===== config.mk =====
export PLATFORM = sky130hd
export DESIGN_NAME = bcd_counter_chain
export DESIGN_NICKNAME = d
export VERILOG_FILES = /design/src/rtl/adv_counter_pkg.sv /design/src/rtl/bcd_to_seg7.sv /design/src/rtl/bcd_counter_chain.sv
export SDC_FILE = /design/constraint.sdc
export NUM_CORES = 1
export LEC_CHECK = 0
export ABC_CLOCK_PERIOD_IN_PS = 4900
export CORE_MARGIN = 1.5
export CORE_UTILIZATION = 56
export DETAILED_ROUTE_END_ITERATION = 6
export PLACE_DENSITY = 0.87
export SYNTH_ARGS = -nofsm -noshare
export SYNTH_HDL_FRONTEND = slang
export SYNTH_SLANG_ARGS = --single-unit

===== constraint.sdc =====
create_clock -name clk -period 4.9 [get_ports clk]
set_input_delay 0.98 -clock clk [delete_from_list [all_inputs] [get_ports clk]]
set_output_delay 0.98 -clock clk [all_outputs]
set_load 0.02 [all_outputs]

===== src/rtl/adv_counter_pkg.sv =====
// Shared types and constants for the BCD counter chain: FSM state encoding,
// largest BCD digit value and active-high 7-segment patterns {g,f,e,d,c,b,a}.
package adv_counter_pkg;

   typedef enum logic [1:0] {
      IDLE = 2'd0,
      ADD  = 2'd1,
      SAT  = 2'd2
   } state_t;

   localparam logic [3:0] BCD_MAX = 4'd9;

   localparam logic [6:0] SEG_0     = 7'h3F;
   localparam logic [6:0] SEG_1     = 7'h06;
   localparam logic [6:0] SEG_2     = 7'h5B;
   localparam logic [6:0] SEG_3     = 7'h4F;
   localparam logic [6:0] SEG_4     = 7'h66;
   localparam logic [6:0] SEG_5     = 7'h6D;
   localparam logic [6:0] SEG_6     = 7'h7D;
   localparam logic [6:0] SEG_7     = 7'h07;
   localparam logic [6:0] SEG_8     = 7'h7F;
   localparam logic [6:0] SEG_9     = 7'h6F;
   localparam logic [6:0] SEG_BLANK = 7'h00;

endpackage


===== src/rtl/bcd_to_seg7.sv =====
// Combinational BCD to 7-segment decoder; non-decimal codes 10-15 are blanked.
module bcd_to_seg7
   import adv_counter_pkg::*;
(
   input  logic [3:0] bcd,
   output logic [6:0] seg
);

   // map one BCD code to its segment pattern
   always_comb begin
      seg = SEG_BLANK;
      case (bcd)
         4'd0:    seg = SEG_0;
         4'd1:    seg = SEG_1;
         4'd2:    seg = SEG_2;
         4'd3:    seg = SEG_3;
         4'd4:    seg = SEG_4;
         4'd5:    seg = SEG_5;
         4'd6:    seg = SEG_6;
         4'd7:    seg = SEG_7;
         4'd8:    seg = SEG_8;
         4'd9:    seg = SEG_9;
         default: seg = SEG_BLANK;
      endcase
   end

endmodule


===== src/rtl/bcd_counter_chain.sv =====
// Multi-digit BCD counter fed by the trigger stage. Each increment pulse adds
// a per-digit mask, rippling the carry one digit per clock; refresh pulses
// snapshot the count into a display register that is scanned out as
// multiplexed 7-segment digits.
// Optional feature macro: COUNTER_SATURATE_EN (clamp at all-9s on overflow
// instead of wrapping).
module bcd_counter_chain
   import adv_counter_pkg::*;
#(
   parameter int DIGITS   = 6,
   parameter int SCAN_DIV = 1024
)(
   input  logic                  clk,
   input  logic                  rst_n,
   input  logic                  inc_pulse,
   input  logic                  ref_pulse,
   input  logic [DIGITS-1:0]     trigger,
   input  logic                  clear,
   output logic                  busy,
   output logic                  overflow,
   output logic [4*DIGITS-1:0]   display_bcd,
   output logic [6:0]            seg,
   output logic [DIGITS-1:0]     digit_en
);

   localparam int IW = (DIGITS > 1) ? $clog2(DIGITS) : 1;
   localparam int SW = $clog2(SCAN_DIV);
   localparam logic [IW-1:0] LAST_IDX  = IW'(DIGITS - 1);
   localparam logic [SW-1:0] SCAN_LAST = SW'(SCAN_DIV - 1);

   state_t                  state;
   logic [DIGITS-1:0][3:0]  count;
   logic [DIGITS-1:0]       mask;
   logic [IW-1:0]           idx;
   logic                    carry;
   logic                    pend;
   logic [4:0]              sum;
   logic                    sum_carry;
   logic [SW-1:0]           scan_cnt;
   logic                    scan_wrap;
   logic [DIGITS-1:0]       en_nxt;
   logic [3:0]              dsel;
   logic [6:0]              seg_nxt;

   assign busy = (state != IDLE);

   // digit adder for the digit currently addressed by the ripple index
   always_comb begin
      sum       = {1'b0, count[idx]} + {4'b0, mask[idx]} + {4'b0, carry};
      sum_carry = (sum > {1'b0, BCD_MAX});
   end

   // count FSM: latch mask, ripple one digit per cycle, flag/handle overflow
   always_ff @(posedge clk) begin
      if (!rst_n) begin
         state    <= IDLE;
         count    <= '0;
         mask     <= '0;
         idx      <= '0;
         carry    <= 1'b0;
         overflow <= 1'b0;
      end else if (clear) begin
         state    <= IDLE;
         count    <= '0;
         idx      <= '0;
         carry    <= 1'b0;
         overflow <= 1'b0;
      end else begin
         case (state)
            IDLE: begin
               if (inc_pulse) begin
                  mask  <= trigger;
                  idx   <= '0;
                  carry <= 1'b0;
                  state <= ADD;
               end
            end
            ADD: begin
               count[idx] <= sum_carry ? 4'(sum - 5'd10) : sum[3:0];
               carry      <= sum_carry;
               idx        <= idx + IW'(1);
               if (idx == LAST_IDX) begin
                  state <= IDLE;
                  if (sum_carry) begin
                     overflow <= 1'b1;
`ifdef COUNTER_SATURATE_EN
                     state    <= SAT;
`endif
                  end
               end
            end
`ifdef COUNTER_SATURATE_EN
            SAT: begin
               count <= {DIGITS{BCD_MAX}};
               state <= IDLE;
            end
`endif
            default: state <= IDLE;
         endcase
      end
   end

   // display snapshot; a refresh seen while busy is deferred to the first idle cycle
   always_ff @(posedge clk) begin
      if (!rst_n) begin
         display_bcd <= '0;
         pend        <= 1'b0;
      end else begin
         if (state == IDLE && (ref_pulse || pend)) begin
            display_bcd <= count;
            pend        <= 1'b0;
         end else if (ref_pulse) begin
            pend <= 1'b1;
         end
         if (clear)
            pend <= 1'b0;
      end
   end

   // next digit select; the mux uses it so seg and digit_en switch together
   always_comb begin
      scan_wrap = (scan_cnt == SCAN_LAST);
      en_nxt    = scan_wrap ? ((digit_en << 1) | (digit_en >> (DIGITS - 1))) : digit_en;
      dsel      = '0;
      for (int i = 0; i < DIGITS; i++)
         if (en_nxt[i])
            dsel = dsel | display_bcd[4*i +: 4];
   end

   bcd_to_seg7 u_dec (
      .bcd (dsel),
      .seg (seg_nxt)
   );

   // free-running scan divider with registered digit select and segments
   always_ff @(posedge clk) begin
      if (!rst_n) begin
         scan_cnt <= '0;
         digit_en <= DIGITS'(1);
         seg      <= SEG_0;
      end else begin
         scan_cnt <= scan_wrap ? '0 : scan_cnt + SW'(1);
         digit_en <= en_nxt;
         seg      <= seg_nxt;
      end
   end

endmodule


==> summary.txt, run 1 <==
Run status
  – Outcome: finished clean

Placed design
  – DP Wirelength: 7.17 mm
  – Gpl congestion: 0.947
  – Setup WS pre-CTS: 0.867 ns
  – DP Area: 4680 um^2
  – Port bufs: 49

Job
  – Max_cap viols: 0

Detailed routing
  – DR vias: 3617
  – Initial DRC count: 236
  – DRC violations left: 0
  – Final WL: 10.0 mm
  – Pre-antenna DRT Iters: 5
  – Via/cell ratio: 5.93
  – ANT nets after route: 0
  – Drt wl/cell: 16.4 um

Clock network
  – Clock slew at the register clock pins of the worst setup and hold paths: 0.08 ns
  – Number of buffers created by CTS: 9
  – CTS tree: built
  – # clock sinks: 84
  – CTS Buffer Depth: 2
  – Htree depth: 3
  – Clk root buf: clkbuf_8
  – Post_cts resized: 0
  – Clock Latency Late Sink: 0.35 ns
  – Post-CTS Setup Inserts: 0
  – Hold buffer count at cts: 0

Die
  – Core box area: 7210 um^2
  – Initial Util: 57.9%
  – Num rows: 31
  – Die height: 89.3 um
  – Die width: 89.3 um
  – Die ar.: 7980 um^2
  – I/O Pins: 50

Hold path
  – Hold Startpoint: scan_cnt[0]
  – Worst min-delay path class: reg -> reg
  – Worst hold stages: 1
  – Worst hold path endpoint: scan_cnt[0]

STA
  – Setup ws final: 0.793 ns
  – Slew Limit Headroom: 10.4%
  – Max Slew Vio Count: 0
  – Final min period: 4.11 ns
  – Final Hold Slack: 0.469 ns
  – Setup Skew: 0.00989 ns
  – RSZ-0062 raised after global routing: false
  – Setup TNS: 0 ns
  – Maximum clock frequency: 0.243 GHz
  – Hold Vio Cnt, Final: 0
  – Setup-failing EPs final: 0
  – Worst slew pin tran: 1.34 ns
  – Final Cycle Share: 83.8%

Setup path
  – Critical path fanouts, max: 16
  – CP Data Required Time: 5.09 ns
  – Reg-to-reg slack, setup: 0.79 ns
  – Worst Setup End Kind: flip-flop
  – Kind of critical path: reg -> reg
  – Startpoint types: flip-flop
  – Worst R2R End: count[22]
  – Arrival @ worst endpoint: 4.30 ns
  – R2r startpoint: idx[1]
  – FF-to-FF path depth: 14

Yosys
  – #FFs+latches synth: 84
  – Post-synth EDFFs: 0
  – Post-synth top area cell: dfxtp_1
  – Top post-synthesis cells by count: dfxtp_1 (84), nand2_1 (76), nor2_1 (27)
  – Count leader, synth: dfxtp_1
  – Synth warnings: 0
  – Mapped cell area: 4180 um^2
  – Post-synth top area share: 40.3%
  – Register area share after synthesis: 40.3%
  – Syn_area_per_cell: 8.83 um^2
  – Ranking of synthesized cells by area: dfxtp_1 (40%), nand2_1 (6.8%), a21boi_0 (4.5%)
  – Syn Nets: 497
  – Post-synthesis async set-or-reset flop share: 0%
  – Primary FF master, synth: dfxtp_1
  – Yosys cell types: 56
  – Post-Syn Instances: 473

Global route
  – Total grt overflow: 0
  – Largest net degree at the start of global routing: 52
  – Vias in the first global route: 3364
  – Global-route wire length before repair: 16.2 mm
  – Total Routing Usage GR: 26.2%
  – Initial antenna violation count: 0

Power and ir drop
  – Power Density: 259 nW/um^2
  – Leak Pwr: 1.72 nW
  – Peak VDD IR: 119 uV

Layout
  – Fin area: 4870 um^2
  – Layout area overhead: 16.7%
  – Layout Nets: 531
  – Layout cells sized above 1: 8.22%
  – N_diodes: 0
  – Filler cell count: 572
## flip-flops by register name, summed over array words and instances (netlist names)
name,cells
carry,1
count,24
digit_en,6
display_bcd,24
idx,3
mask,6
overflow,1
pend,1
scan_cnt,10
seg,7
state,1
## cell usage in the layout, fill, tap and decap left out, types with 6 or more instances in the layout
cell             count
dfxtp_1             84
nand2_1             76
clkdlybuf4s50_1     49
nor2_1              27
a21boi_0            25
a21oi_1             22
o21ai_0             18
inv_1               16
mux2i_1             15
nor2b_1             13
mux2_2              12
ha_1                12
clkbuf_8            10
and2_1               9
nand3_1              8
a22o_1               7
a22oi_1              6
a221oi_1             6
xor2_1               6
nand4_1              6
a211oi_1             6
## cells by family after synthesis
family | after synthesis | share of synthesized area [%]
buffers and inverters | 45 | 4.56
adders and majority gates | 13 | 4.08
DFF | 84 | 40.3
AOI/OAI and AO/OA | 124 | 21.8
xor gates and xnor gates | 11 | 2.31
muxes | 29 | 7.73
and+or+nand+nor | 167 | 19.2
## routing by layer
| layer | part of all wire (%) | GRT usage, % | vias up | wire length (um) |
|---|---|---|---|---|
| met1 | 45 | 34.3 | 1720 | 4460 |
| li1 | - | - | 1743 | - |
| met4 | 1.6 | 8.67 | 0 | 158 |
| met5 | 0 | 0 | - | 0 |
| met2 | 49 | 44.2 | 137 | 4900 |
| met3 | 4.9 | 4.16 | 17 | 495 |
## power breakdown
part,internal [mW],switching [mW],leakage (nW)
registers,0.689,0.00711,0.678
logic,0.0326,0.0471,0.938
clock network,0.247,0.241,0.0996
## worst max-delay path, stage by stage (launching register included)
cell     delay (ns)
dfxtp_1        0.75
mux2_2         0.41
a221o_1        0.30
o21ai_0        0.11
fa_1           0.27
inv_1          0.06
ha_1           0.28
xnor2_1        0.33
inv_1          0.11
ha_1           0.25
o21ai_0        0.14
o31a_4         0.26
mux2i_1        0.12
nor4_4         0.45
a21oi_1        0.12
## through the flow
step	std cells	utilization [%]	power, mW
detailed placement	595	64.9	0.790
finish	610	67.5	1.26
global route	610	67.5	1.31
CTS	610	67.5	1.27
floorplan	473	-	0.765
global placement	595	64.9	0.787
## how the worst max path moves through the flow
stage | startpoint | to | slack [ns] | cells after the start
floorplan | idx[1] | count[18] | 1.19 | 16
global placement | idx[1] | count[22] | 1.07 | 14
detailed placement | idx[1] | count[22] | 0.87 | 14
CTS | idx[1] | count[22] | 0.83 | 14
global route | idx[1] | count[23] | 0.55 | 14
finish | idx[1] | count[22] | 0.79 | 14
## layout make-up
| class | instances | area (um^2) | area share (%) |
|---|---|---|---|
| timing repair buffer | 52 | 513 | 10.5 |
| clock buffer | 11 | 141 | 2.90 |
| multi-input combinational | 344 | 2300 | 47.3 |
| clock inverter | 4 | 48.8 | 1.00 |
| tap | 99 | 124 | 2.54 |
| sequential | 84 | 1680 | 34.5 |
| inverter | 16 | 60.1 | 1.23 |
No activity file was read; power rests on OpenSTA's default activity.
==> run 2: changes to the inputs <==
--- a/config.mk
+++ b/config.mk
@@ -5,7 +5,7 @@
 export SDC_FILE = /design/constraint.sdc
 export NUM_CORES = 1
 export LEC_CHECK = 0
-export ABC_CLOCK_PERIOD_IN_PS = 4900
+export ABC_CLOCK_PERIOD_IN_PS = 4000
 export CORE_MARGIN = 1.5
 export CORE_UTILIZATION = 56
 export DETAILED_ROUTE_END_ITERATION = 6
==> constraint.sdc (replaced) <==
create_clock -name clk -period 4 [get_ports clk]
set_input_delay 0.8 -clock clk [delete_from_list [all_inputs] [get_ports clk]]
set_output_delay 0.8 -clock clk [all_outputs]
set_load 0.02 [all_outputs]
==> summary.txt, run 2 (synthesis results as in run 1) <==
Detailed routing
  – Met2 routed WL: 5.10 mm (+4.2%)
  – Initial DRC count: 319 (+35%)
  – Final WL: 10.4 mm (+3.9%)
  – Pre-antenna DRT Iters: 5 (unchanged)
  – DRC violations left: 0 (unchanged)
  – Max Used Layer: met4
  – Via/cell ratio: 5.96 (+0.51%)
  – Met3 WL post-DR: 632 um (+28%)
  – Met1 WL: 4.48 mm (+0.27%)
  – Drt wl/cell: 16.8 um (+2.6%)
  – ANT nets after route: 0 (unchanged)
  – DR vias: 3683 (+1.8%)

Layout
  – Regs by FF count: count: 24 flops, display_bcd: 24 flops, scan_cnt: 10 flops
  – Layout cells sized above 1: 9.83% (+1.6 points)
  – Finished Layout Cells: 618 (+1.3%)
  – Most frequent cells in the layout: dfxtp_1 (83), nand2_1 (76), clkdlybuf4s50_1 (49)
  – Area occupied by multi-input gates: 2310 um^2 (+0.27%)
  – Commonest non-fill, non-tap cell in the layout: dfxtp_1
  – Layout area overhead: 18.3%
  – Finished Core Util: 68.5% (+0.95 points)
  – Layout Nets: 539 (+1.5%)
  – N_diodes: 0 (unchanged)
  – Filler cell count: 565 (-1.2%)
  – Sequential Area: 1680 um^2 (about the same)

Global route
  – Global-route wire length before repair: 16.3 mm (+0.72%)
  – Initial antenna violation count: 0 (unchanged)
  – Total Routing Usage GR: 27.0% (+0.83 points)
  – Largest net degree at the start of global routing: 48 (-7.7%)
  – Vias in the first global route: 3276 (-2.6%)
  – Total grt overflow: 0 (unchanged)

Clock network
  – Clock slew at the register clock pins of the worst setup and hold paths: 0.09 ns (about the same)
  – Number of buffers created by CTS: 9 (unchanged)
  – Htree depth: 3 (unchanged)
  – # clock sinks: 84 (unchanged)
  – Clock Latency Late Sink: 0.36 ns (about the same)
  – CTS tree: built
  – CTS Buffer Depth: 2 (unchanged)
  – Post_cts resized: 0 (unchanged)
  – Post-CTS Setup Inserts: 0 (unchanged)
  – Clk root buf: clkbuf_8
  – Hold buffer count at cts: 0 (unchanged)

Setup path
  – R2r startpoint: idx[1]
  – Worst Setup End Kind: flip-flop
  – Startpoint types: flip-flop
  – Critical path fanouts, max: 15 (-1)
  – Kind of critical path: reg -> reg
  – Arrival @ worst endpoint: 3.95 ns (-0.35 ns)
  – Worst R2R End: count[14]
  – FF-to-FF path depth: 15 (+1)
  – Reg-to-reg slack, setup: 0.25 ns (-0.54 ns)
  – CP Data Required Time: 4.20 ns (-0.89 ns)

Die
  – Core box area: 7210 um^2 (unchanged)
  – Die width: 89.3 um (unchanged)
  – Die height: 89.3 um (unchanged)
  – Initial Util: 57.9% (unchanged)
  – I/O Pins: 50 (unchanged)
  – Num rows: 31 (unchanged)
  – Die ar.: 7980 um^2 (unchanged)

Power and ir drop
  – Cell Int Power: 1.19 mW (+23%)
  – Sw Ratio: 23.6% (+0.21 points)
  – Comb pwr share: 6.5% (+0.2 points)
  – Peak VDD IR: 182 uV (+53%)
  – Clock power frac: 38.8% (+0.2 points)
  – Reg power frac: 54.7% (-0.4 points)
  – Switch Pwr: 0.367 mW (+24%)
  – Power Density: 315 nW/um^2 (+22%)
  – Leak Pwr: 1.75 nW (+2.0%)

STA
  – RSZ-0062 raised after global routing: false
  – Hold Vio Cnt, Final: 0 (unchanged)
  – Setup TNS: 0 ns (unchanged)
  – Setup ws final: 0.252 ns (-0.540 ns)
  – Worst slew pin tran: 0.763 ns (-0.578 ns)
  – Final min period: 3.75 ns (-0.360 ns)
  – Setup Skew: 0.0123 ns (+0.00243 ns)
  – Final Cycle Share: 93.7% (+9.9 points)
  – Max Slew Vio Count: 0 (unchanged)
  – Slew Limit Headroom: 48.9% (+39 points)
  – Setup-failing EPs final: 0 (unchanged)
  – Maximum clock frequency: 0.267 GHz (+9.6%)

Hold path
  – Worst hold path endpoint: scan_cnt[0]
  – Worst hold stages: 1 (unchanged)
  – Worst min-delay path class: reg -> reg
  – Hold Startpoint: scan_cnt[0]

Placed design
  – DP Wirelength: 7.51 mm (+4.8%)
  – Port bufs: 49 (unchanged)
  – Gpl congestion: 0.905 (-4.5%)
  – Setup WS pre-CTS: 0.272 ns (-0.595 ns)
  – Placed insts: 603 (+1.3%)

Job
  – Max_cap viols: 0 (unchanged)

Run status
  – Outcome: finished clean
## run 2: changes by cell type in the layout (fill, tap and decap cells not counted), sizes merged
cell / delta
buf: +8
clkbuf: +1
clkinvlp: +1
clkinv: -2
## run 2: power groups by stage
stage | clock [mW] | combinational (mW) | sequential (mW)
final | 0.605 | 0.102 | 0.852
after global routing | 0.646 | 0.110 | 0.854
after CTS | 0.608 | 0.0998 | 0.852
after detailed placement | 0 | 0.0995 | 0.872
after global placement | 0 | 0.0962 | 0.871
after floorplan | 0 | 0.0672 | 0.870
## run 2: how the worst max path moves through the flow
stage | from | to | slack (ns) | cells past startpoint
after floorplan | idx[1] | count[18] | 0.29 | 16
after global placement | idx[2] | count[14] | 0.52 | 14
after detailed placement | idx[2] | count[3] | 0.27 | 14
after CTS | idx[2] | count[3] | 0.23 | 14
after global routing | idx[1] | count[14] | 0.03 | 17
final | idx[1] | count[14] | 0.25 | 15
## run 2: area by class of cell
class,instances,share of cell area [%]
Clock inverter,3,0.937
Timing Repair Buffer,60,11.6
Inverter,16,1.22
Tap cell,99,2.51
Clock buffer,12,2.94
Multi-Input combinational cell,344,46.7
Sequential cell,84,34.1
## run 2: through the flow
stage	hold WS [ns]	instance area (um^2)	total power, mW
after floorplan	0.430	4180	0.938
after global placement	0.442	4740	0.967
after detailed placement	0.461	4740	0.971
after CTS	0.480	4930	1.56
after global routing	0.505	4940	1.61
final	0.470	4940	1.56
## run 2: metal layers
metal	vias up	GRT usage, %
met5	-	0
li1	1762	-
met1	1752	35.7
met4	0	11.0
met3	20	4.99
met2	149	43.6
## run 2: critical path: stages (launching register included)
cell     delay (ns)
dfxtp_1        0.33
buf_4          0.20
nor2b_1        0.23
a221o_1        0.19
o21ai_0        0.11
fa_1           0.45
inv_1          0.08
ha_1           0.32
xnor2_1        0.23
inv_1          0.11
ha_1           0.26
o21ai_0        0.16
o31a_4         0.26
mux2i_1        0.12
nor4_4         0.43
a21oi_1        0.12
==> run 3: changes to the inputs <==
--- a/config.mk
+++ b/config.mk
@@ -6,10 +6,12 @@
 export NUM_CORES = 1
 export LEC_CHECK = 0
 export ABC_CLOCK_PERIOD_IN_PS = 4000
-export CORE_MARGIN = 1.5
-export CORE_UTILIZATION = 56
+export CELL_PAD_IN_SITES_DETAIL_PLACEMENT = 1
+export CELL_PAD_IN_SITES_GLOBAL_PLACEMENT = 1
+export CORE_MARGIN = 2
+export CORE_UTILIZATION = 42
 export DETAILED_ROUTE_END_ITERATION = 6
-export PLACE_DENSITY = 0.87
+export PLACE_DENSITY = 0.86
 export SYNTH_ARGS = -nofsm -noshare
 export SYNTH_HDL_FRONTEND = slang
 export SYNTH_SLANG_ARGS = --single-unit
==> constraint.sdc (replaced) <==
create_clock -name clk -period 4 [get_ports clk]
set_input_delay 1.2 -clock clk [delete_from_list [all_inputs] [get_ports clk]]
set_output_delay 1.2 -clock clk [all_outputs]
set_load 0.02 [all_outputs]
==> summary.txt, run 3 (synthesis results as in run 1) <==
STA
  – Slew Limit Headroom: 44.9% (-4.0 points)
  – Max Slew Vio Count: 0 (unchanged)
  – Worst slew pin tran: 0.823 ns (+0.0598 ns)
  – Hold Vio Cnt, Final: 0 (unchanged)
  – Setup ws final: 0.156 ns (-0.0966 ns)
  – Final min period: 3.84 ns (+0.0966 ns)
  – Setup Skew: 0.0117 ns (-0.000600 ns)
  – Setup TNS: 0 ns (unchanged)
  – Final Cycle Share: 96.1% (+2.4 points)
  – Setup-failing EPs final: 0 (unchanged)
  – Maximum clock frequency: 0.260 GHz (-2.5%)

Global route
  – Largest net degree at the start of global routing: 51 (+6.3%)
  – Vias in the first global route: 3975 (+21%)
  – Global-route wire length before repair: 20.9 mm (+28%)
  – Total grt overflow: 0 (unchanged)
  – Initial antenna violation count: 0 (unchanged)
  – Total Routing Usage GR: 24.1% (-2.9 points)

Clock network
  – Clock Latency Late Sink: 0.37 ns (about the same)
  – CTS tree: built
  – Number of buffers created by CTS: 9 (unchanged)
  – # clock sinks: 84 (unchanged)
  – Clock slew at the register clock pins of the worst setup and hold paths: 0.09 ns (about the same)
  – CTS Buffer Depth: 2 (unchanged)
  – Htree depth: 3 (unchanged)
  – Clk root buf: clkbuf_8

Setup path
  – Startpoint types: flip-flop
  – Crit path buf inv count: 3 (unchanged)
  – CP Data Required Time: 4.27 ns (+0.07 ns)
  – Kind of critical path: reg -> reg
  – Arrival @ worst endpoint: 4.11 ns (+0.16 ns)
  – Worst Setup End Kind: flip-flop
  – Critical Path Slowest Stage Cell: dfxtp_1
  – Family with the most delay on the worst path: compound AO/OA/AOI/OAI gates
  – CP cell instances: mux2i_1 -> o21ai_0 -> o21ai_0 -> fa_1 -> inv_1 -> ha_1 -> xnor2_2 -> inv_1 -> ha_1 -> inv_1 -> o21ai_0 -> o31a_4 -> a32oi_4 -> nand2_1 -> a31o_2
  – Critical path fanouts, max: 14 (-1)
  – Max stage delay on crit path: 0.49 ns (+0.04 ns)

Hold path
  – Worst min-delay path class: reg -> reg

Detailed routing
  – Via/cell ratio: 5.81 (-2.5%)
  – ANT nets after route: 0 (unchanged)
  – DR vias: 3812 (+3.5%)
  – DRC violations left: 0 (unchanged)
  – Pre-antenna DRT Iters: 4 (-1)
  – Drt wl/cell: 19.3 um (+15%)
  – Final WL: 12.7 mm (+22%)
  – Initial DRC count: 254 (-20%)

Power and ir drop
  – Leak Pwr: 1.79 nW (+2.0%)
  – Peak VDD IR: 132 uV (-27%)
  – Reg power frac: 52.8% (-1.9 points)
  – Switch Pwr: 0.401 mW (+9.1%)
  – Cell Int Power: 1.21 mW (+1.7%)
  – Sw Ratio: 24.9% (+1.3 points)
  – Power Density: 320 nW/um^2 (+1.5%)
  – Clock power frac: 40.4% (+1.6 points)
  – Comb pwr share: 6.7% (+0.2 points)

Layout
  – Finished Core Util: 51.7% (-17 points)
  – Sequential Area: 1680 um^2 (about the same)
  – Finished Layout Cells: 656 (+6.1%)
  – Most frequent cells in the layout: dfxtp_1 (84), nand2_1 (76), clkdlybuf4s50_1 (49)
  – Filler cell count: 1136 (+100%)
  – Layout cells sized above 1: 11.1% (+1.3 points)
  – Fin area: 5030 um^2 (+1.9%)
  – Area occupied by multi-input gates: 2320 um^2 (+0.43%)
  – Layout Nets: 542 (+0.56%)
  – Layout area overhead: 20.6%
  – N_diodes: 0 (unchanged)
  – Commonest non-fill, non-tap cell in the layout: dfxtp_1
  – Regs by FF count: count: 24 flops, display_bcd: 24 flops, scan_cnt: 10 flops

Die
  – Initial Util: 42.9% (-15 points)
  – Die ar.: 10800 um^2 (+35%)
  – I/O Pins: 50 (unchanged)
  – Num rows: 36 (+16%)
  – Die width: 104 um (+16%)
  – Die height: 104 um (+16%)
  – Core box area: 9730 um^2 (+35%)

Placed design
  – DP Area: 4800 um^2 (+1.2%)
  – Setup WS pre-CTS: 0.279 ns (+0.00656 ns)
  – Gpl congestion: 0.818 (-9.6%)
  – DP Wirelength: 8.75 mm (+17%)
  – Placed insts: 639 (+6.0%)
  – Port bufs: 49 (unchanged)

Job
  – Max_cap viols: 0 (unchanged)

Run status
  – Outcome: finished clean
-- run 3: power groups by stage --
stage                     logic (mW)  registers [mW]  clock network, mW
after floorplan               0.0672           0.870                  0
after global placement        0.0995           0.871                  0
after detailed placement       0.104           0.871                  0
after CTS                      0.105           0.852              0.659
after global routing           0.118           0.853              0.690
final                          0.109           0.852              0.652
-- run 3: timing repair --
action / CTS / global route
hold buffers: 0 / 0
resized for setup: 0 / 3
buffers inserted: 0 / 1
endpoints found under the setup margin: 0 / 17
endpoints found under the hold margin: 0 / 0
-- run 3: final cells by class --
type | instances | area share (%)
Sequential cell | 84 | 33.4
Multi-Input combinational cell | 344 | 46.1
Clock buffer | 11 | 3.01
Clock inverter | 5 | 1.19
Tap cell | 133 | 3.31
Timing Repair Buffer | 63 | 11.8
Inverter | 16 | 1.19
-- run 3: through the flow --
| step | total power [mW] | hold slack (ns) |
|---|---|---|
| finish | 1.61 | 0.464 |
| global route | 1.66 | 0.503 |
| CTS | 1.62 | 0.471 |
| detailed placement | 0.975 | 0.450 |
| global placement | 0.970 | 0.447 |
| floorplan | 0.938 | 0.430 |
-- run 3: layer usage --
layer / GRT usage (%) / part of all wire [%] / wire length [um]
met1: 29.8 / 44 / 5550
met2: 40.2 / 48 / 6090
met3: 4.15 / 4.3 / 539
met4: 12.8 / 3.8 / 480
met5: 0 / 0 / 0
-- run 3: path summary, 6_finish.rpt --
path                                   from          end  slack (ns)  cells past startpoint
worst min register to register  scan_cnt[0]  scan_cnt[0]        0.46                      1
worst max register to register       idx[1]        carry        0.16                     15
worst min-delay path            scan_cnt[0]  scan_cnt[0]        0.46                      1
worst max-delay path                 idx[1]        carry        0.16                     15
